$ cat config.mk
export PLATFORM = sky130hd
export DESIGN_NAME = multi_bank_control
export DESIGN_NICKNAME = d
export VERILOG_FILES = /design/src/rtl/bank_pkg.sv /design/src/rtl/key_tick_edge.sv /design/src/rtl/multi_bank_control.sv
export SDC_FILE = /design/constraint.sdc
export NUM_CORES = 1
export LEC_CHECK = 0
export ABC_CLOCK_PERIOD_IN_PS = 3750
export CAP_MARGIN = 10
export CORE_MARGIN = 10
export CORE_UTILIZATION = 51
export DETAILED_ROUTE_END_ITERATION = 6
export PLACE_DENSITY = 0.91
export SYNTH_ARGS = -nofsm -noshare
export SYNTH_HDL_FRONTEND = slang
export SYNTH_SLANG_ARGS = --single-unit
$ cat constraint.sdc
create_clock -name clk -period 3.75 [get_ports clk]
set_input_delay 0.75 -clock clk [delete_from_list [all_inputs] [get_ports clk]]
set_output_delay 0.75 -clock clk [all_outputs]
set_load 0.01 [all_outputs]
$ cat src/rtl/bank_pkg.sv
// Shared types and widths for the multi-bank deposit controller and its key sampler.
package bank_pkg;

  localparam int unsigned TOTAL_W    = 16;
  localparam int unsigned BANK_IDX_W = 3;
  localparam int unsigned X_W        = 10;

  typedef enum logic [1:0] {
    ST_IDLE     = 2'd0,
    ST_HOLD     = 2'd1,
    ST_COOLDOWN = 2'd2
  } state_t;

endpackage

$ cat src/rtl/key_tick_edge.sv
// Game-tick key sampler: reports a fresh press and the held level for the tick being taken.
// Reusable for any active-low push button (KEY[0..2]).
module key_tick_edge (
  input  logic clk,
  input  logic rst,
  input  logic tick_en,
  input  logic key_n,
  output logic press_edge_c,
  output logic held_c
);

  logic pressed;
  logic q1;
  logic armed;

  assign pressed = ~key_n;

  // armed stays low until a released sample is seen, so a key held through reset never fires
  always_ff @(posedge clk or negedge rst) begin
    if (!rst) begin
      q1    <= 1'b0;
      armed <= 1'b0;
    end else if (tick_en) begin
      q1    <= pressed;
      armed <= armed | ~pressed;
    end
  end

  // Look-ahead of the sampled edge so the attempt lands on the same tick the press is taken
  assign press_edge_c = pressed & ~q1 & armed;
  assign held_c       = pressed;

endmodule

$ cat src/rtl/multi_bank_control.sv
// Multi-bank deposit controller: X-zone bank match, saturating per-bank levels and a
// press/hold/cooldown drop FSM. Define MULTI_BANK_AUTOREPEAT_EN to repeat drops while held.
module multi_bank_control
  import bank_pkg::*;
#(
  parameter int unsigned              NUM_BANKS          = 2,
  parameter logic [X_W-1:0]           PLAYER_BASE_HEIGHT = 10'd30,
  parameter logic [NUM_BANKS*X_W-1:0] BANK_X_STARTS      = {10'd400, 10'd50},
  parameter logic [X_W-1:0]           BANK_WIDTH         = 10'd60,
  parameter int unsigned              LEVEL_W            = 8,
  parameter int unsigned              BANK_CAPACITY      = 255,
  parameter int unsigned              REPEAT_TICKS       = 8,
  parameter int unsigned              COOLDOWN_TICKS     = 4
) (
  input  logic                         clk,
  input  logic                         rst,
  input  logic                         game_en,
  input  logic                         key_2_in,
  input  logic [X_W-1:0]               player_x_pos,
  input  logic [X_W-1:0]               player_current_height,
  output logic                         box_dropped,
  output logic                         drop_rejected,
  output logic [BANK_IDX_W-1:0]        bank_hit_idx,
  output logic [NUM_BANKS*LEVEL_W-1:0] bank_levels,
  output logic [NUM_BANKS-1:0]         bank_full,
  output logic [TOTAL_W-1:0]           total_banked
);

  localparam int unsigned CD_W = (COOLDOWN_TICKS > 1) ? $clog2(COOLDOWN_TICKS) : 1;
`ifdef MULTI_BANK_AUTOREPEAT_EN
  localparam int unsigned REP_W = (REPEAT_TICKS > 1) ? $clog2(REPEAT_TICKS) : 1;
`endif

  if (NUM_BANKS < 1 || NUM_BANKS > 8 || REPEAT_TICKS < 1 || BANK_CAPACITY < 1 ||
      64'(BANK_CAPACITY) >= (64'd1 << LEVEL_W)) begin : g_bad_params
    $error("multi_bank_control: parameter out of range");
  end

  logic press_edge_c;
  logic held_c;

  key_tick_edge u_key (
    .clk          (clk),
    .rst          (rst),
    .tick_en      (game_en),
    .key_n        (key_2_in),
    .press_edge_c (press_edge_c),
    .held_c       (held_c)
  );

  // Bank match in 11 bits so start+width never wraps; lowest index wins on overlap
  logic [X_W:0]            x_ext;
  logic                    hit_c;
  logic                    hit_full_c;
  logic                    accept_c;
  logic [BANK_IDX_W-1:0]   hit_idx_c;

  assign x_ext = {1'b0, player_x_pos};

  always_comb begin
    hit_c      = 1'b0;
    hit_idx_c  = '0;
    hit_full_c = 1'b0;
    for (int i = NUM_BANKS - 1; i >= 0; i--) begin
      if (x_ext >= {1'b0, BANK_X_STARTS[X_W*i +: X_W]} &&
          x_ext <  {1'b0, BANK_X_STARTS[X_W*i +: X_W]} + {1'b0, BANK_WIDTH}) begin
        hit_c      = 1'b1;
        hit_idx_c  = BANK_IDX_W'(i);
        hit_full_c = bank_full[i];
      end
    end
  end

  assign accept_c = hit_c & (player_current_height > PLAYER_BASE_HEIGHT) & ~hit_full_c;

  state_t            state_q, state_d;
  logic [CD_W-1:0]   cd_q, cd_d;
  logic              attempt_c;
`ifdef MULTI_BANK_AUTOREPEAT_EN
  logic [REP_W-1:0]  rep_q, rep_d;
`endif

  always_ff @(posedge clk or negedge rst) begin
    if (!rst) begin
      state_q <= ST_IDLE;
      cd_q    <= '0;
`ifdef MULTI_BANK_AUTOREPEAT_EN
      rep_q   <= '0;
`endif
    end else if (game_en) begin
      state_q <= state_d;
      cd_q    <= cd_d;
`ifdef MULTI_BANK_AUTOREPEAT_EN
      rep_q   <= rep_d;
`endif
    end
  end

  always_comb begin
    state_d   = state_q;
    cd_d      = cd_q;
    attempt_c = 1'b0;
`ifdef MULTI_BANK_AUTOREPEAT_EN
    rep_d     = rep_q;
`endif
    case (state_q)
      ST_IDLE: begin
        if (press_edge_c) begin
          attempt_c = 1'b1;
          state_d   = ST_HOLD;
`ifdef MULTI_BANK_AUTOREPEAT_EN
          rep_d     = '0;
`endif
        end
      end
      ST_HOLD: begin
        if (!held_c) begin
          if (COOLDOWN_TICKS == 0) begin
            state_d = ST_IDLE;
          end else begin
            state_d = ST_COOLDOWN;
            cd_d    = CD_W'(COOLDOWN_TICKS - 1);
          end
        end
`ifdef MULTI_BANK_AUTOREPEAT_EN
        else if (rep_q == REP_W'(REPEAT_TICKS - 1)) begin
          attempt_c = 1'b1;
          rep_d     = '0;
        end else begin
          rep_d = rep_q + REP_W'(1);
        end
`endif
      end
      ST_COOLDOWN: begin
        if (cd_q == '0) begin
          state_d = ST_IDLE;
        end else begin
          cd_d = cd_q - CD_W'(1);
        end
      end
      default: state_d = ST_IDLE;
    endcase
  end

  // Pulses, levels, full flags and the running total all advance on game ticks only
  always_ff @(posedge clk or negedge rst) begin
    if (!rst) begin
      box_dropped   <= 1'b0;
      drop_rejected <= 1'b0;
      bank_hit_idx  <= '0;
      bank_levels   <= '0;
      bank_full     <= '0;
      total_banked  <= '0;
    end else if (game_en) begin
      box_dropped   <= attempt_c & accept_c;
      drop_rejected <= attempt_c & ~accept_c;
      if (attempt_c && accept_c) begin
        bank_hit_idx <= hit_idx_c;
        if (total_banked != '1) begin
          total_banked <= total_banked + TOTAL_W'(1);
        end
        for (int i = 0; i < NUM_BANKS; i++) begin
          if (hit_idx_c == BANK_IDX_W'(i)) begin
            bank_levels[LEVEL_W*i +: LEVEL_W] <= bank_levels[LEVEL_W*i +: LEVEL_W] + LEVEL_W'(1);
            bank_full[i] <= (bank_levels[LEVEL_W*i +: LEVEL_W] == LEVEL_W'(BANK_CAPACITY - 1));
          end
        end
      end
    end
  end

endmodule

==> flow_metrics.env <==
export IMPL_status="finished clean"
export IMPL_num_antenna_cells=0
export IMPL_setup_viol=0
export IMPL_drc=0
export IMPL_timing_setup_tns_ns=0
export IMPL_synth_seq_cells=43
export IMPL_crit_fanout=9
export IMPL_cts_buffer_depth=2
export IMPL_synthCells=217
export IMPL_syn_area_per_cell_um2=10.2
export IMPL_ff2ff_path_depth=5
export IMPL_cts_hold_buf=0
export IMPL_clockRootBuffer="clkbuf_8"
export IMPL_worst_pin_slew_ns=0.918
export IMPL_slew_headroom_pct=38.8
export IMPL_fp_dieW_um=86.0
export IMPL_power_density_mw_per_mm2=370
export IMPL_rrSetupSlack_ns=1.13
export IMPL_ir_drop_mv=0.320
export IMPL_antenna_found_initial=0
export IMPL_synth_top_area_share_pct=48.4
export IMPL_synth_async_reset_ratio_pct=100
export IMPL_cts_buffers=5
export IMPL_nNetsFinal=310
export IMPL_worstReg2RegStart="state_q[1]$_DFFE_PN0P_"
export IMPL_synth_edff_count=0
export IMPL_worstSetupPathType="input port to flop"
export IMPL_layout_commonest_cell="clkdlybuf4s50_1"
export IMPL_postRouteWirelength_um=5150
export IMPL_die_area_mm2=0.00740
export IMPL_viasPerCell=5.66
export IMPL_place_congestion=0.802
export IMPL_drive_gt1_share_pct=7.83
export IMPL_ant_nets=0
export IMPL_syn_area_mm2=0.00222
export IMPL_hold_violations=0
export IMPL_required_ns=3.97
export IMPL_ys_flop_type="dfrtp_1"
export IMPL_synth_area_leaders="dfrtp_1 (48%), xnor2_1 (8.7%), nand4_1 (4.2%)"
export IMPL_skew_ns=0.00334
export IMPL_grt_pass1_wl_um=8420
export IMPL_fin_crit_ns=3.08
export IMPL_drt_iter0_drc=70
export IMPL_clk_latency_ns=0.29
export IMPL_rsz0062_at_grt="false"
export IMPL_reg2reg_to="bank_levels[11]$_DFFE_PN0P_"
export IMPL_yosysTopAreaCell="dfrtp_1"
export IMPL_yosysWarnings=0
export IMPL_dr_pass1_iters=4
export IMPL_area_growth_pct=33.8
export IMPL_wl_per_cell_um=15.6
export IMPL_rows=23
export IMPL_post_cts_setup_buffers=0
export IMPL_placed_cell_area_mm2=0.00287
export IMPL_grt_max_degree=44
export IMPL_whs_path_depth=1
export IMPL_vias=1872
export IMPL_start_util_pct=54.0
export IMPL_startpoint_type="input port"
export IMPL_die_y_um=86.0
export IMPL_clk_pin_slew_worst_paths_ns=0.08
export IMPL_hp_start="u_key.armed$_DFFE_PN0P_"
export IMPL_holdPathEnd="u_key.armed$_DFFE_PN0P_"
export IMPL_overflow=0
export IMPL_min_period_over_period_pct=82.1
export IMPL_grt_use_total_pct=13.7
export IMPL_grt_pass1_vias=1863
export IMPL_core_area_mm2=0.00412
export IMPL_final_area_mm2=0.00297
export IMPL_layout_common_cells="clkdlybuf4s50_1 (58), dfrtp_1 (43), xnor2_1 (22)"
export IMPL_ys_types=44
export IMPL_drv_cap=0
export IMPL_cts_max_level=2
export IMPL_fill_cells=315
export IMPL_end_kind="flop"
export IMPL_clock_sinks=43
export IMPL_hp_class="flop to flop"
export IMPL_post_cts_resize_count=0
export IMPL_cts_tree="built"
export IMPL_cp_data_arrival_time_ns=3.29
export IMPL_leakagePower_nw=1.26
export IMPL_seq_area_frac_synth_pct=48.4
export IMPL_dp_hpwl_um=3970
export IMPL_slew_violations=0
export IMPL_fmax_mhz=325
export IMPL_port_buffers=59
export IMPL_io_pins=63
## cell families after synthesis
logic type / count (synthesis) / share of synthesized area, %
AND/OR/NAND/NOR: 88 / 22.9
buffers and inverters: 19 / 3.77
XOR/XNOR: 28 / 11.0
AO/OA/AOI/OAI: 29 / 8.84
flip-flops: 43 / 48.4
adder cells (fa/ha/maj): 6 / 3.38
other: 1 / 0.169
multiplexers: 3 / 1.46
## critical path, cell delays in order
cell             delay [ns]
clkdlybuf4s50_1        0.45
or2_1                  0.25
or4_1                  0.57
or4_1                  0.76
nor4b_2                0.34
xor2_1                 0.17
## through the flow
step / std cells / hold WS [ns] / setup slack (ns) / utilization (%) / total power, mW
3_3_place_gp: 323 / 0.443 / 0.412 / 69.7 / 0.772
3_5_place_dp: 323 / 0.446 / 0.363 / 69.7 / 0.784
5_1_grt: 331 / 0.492 / 0.534 / 72.2 / 1.15
2_1_floorplan: 218 / 0.428 / 1.03 / - / 0.671
6_report: 331 / 0.461 / 0.672 / 72.2 / 1.10
4_1_cts: 331 / 0.466 / 0.666 / 72.2 / 1.11
## layout make-up
class	instances	area, um^2	area share (%)
multi-input combinational	156	1070	36.1
sequential	43	1080	36.2
timing repair buffer	63	616	20.7
clock buffer	7	96.3	3.24
tap	50	62.6	2.10
clock inverter	1	7.51	0.253
inverter	11	41.3	1.39
## flip-flops by register name, indices dropped and copies added, names as in the netlist
name           cells
bank_full          2
bank_hit_idx       1
bank_levels       16
box_dropped        1
cd_q               2
drop_rejected      1
state_q            2
total_banked      16
u_key.armed        1
u_key.q1           1
## worst max-delay path by stage
stage               slack (ns)                           to  cells after the start      from
floorplan                 1.03  bank_levels[13]$_DFFE_PN0P_                      7  key_2_in
global placement          0.41  bank_levels[13]$_DFFE_PN0P_                      6  key_2_in
detailed placement        0.36  bank_levels[11]$_DFFE_PN0P_                      6  key_2_in
CTS                       0.67  bank_levels[11]$_DFFE_PN0P_                      6  key_2_in
global route              0.53  bank_levels[11]$_DFFE_PN0P_                      6  key_2_in
finish                    0.67  bank_levels[11]$_DFFE_PN0P_                      6  key_2_in
## per-layer routing
metal,global-route usage [%],up-vias,wire (um)
met4,4.34,0,53
met3,5.58,4,388
met1,14.7,906,2130
met5,0,-,0
li1,-,905,-
met2,23.8,57,2580
## synth_stat cells, types with 2 or more instances
library cell   n
a211oi_1       2
a21boi_0       2
a21o_1         3
a21oi_1        5
a31o_2         2
a31oi_1        4
and3_1         8
and4_1         2
buf_4          3
clkbuf_1       3
dfrtp_1       43
ha_1           6
inv_1         11
mux2_2         2
nand2_1       14
nand3_1       14
nand4_1       15
nor2_1        10
nor3_1         9
nor4_1         3
o21ai_0        5
or4_1          3
xnor2_1       22
xor2_1         6
## where the power goes
| part | internal, mW | leakage (nW) | switching (mW) | total, mW |
|---|---|---|---|---|
| Sequential | 0.503 | 0.568 | 0.0462 | 0.549 |
| Clock | 0.168 | 0.0505 | 0.160 | 0.328 |
| Combinational | 0.115 | 0.644 | 0.108 | 0.223 |
Note: power is estimated with default switching activity, not from simulation.
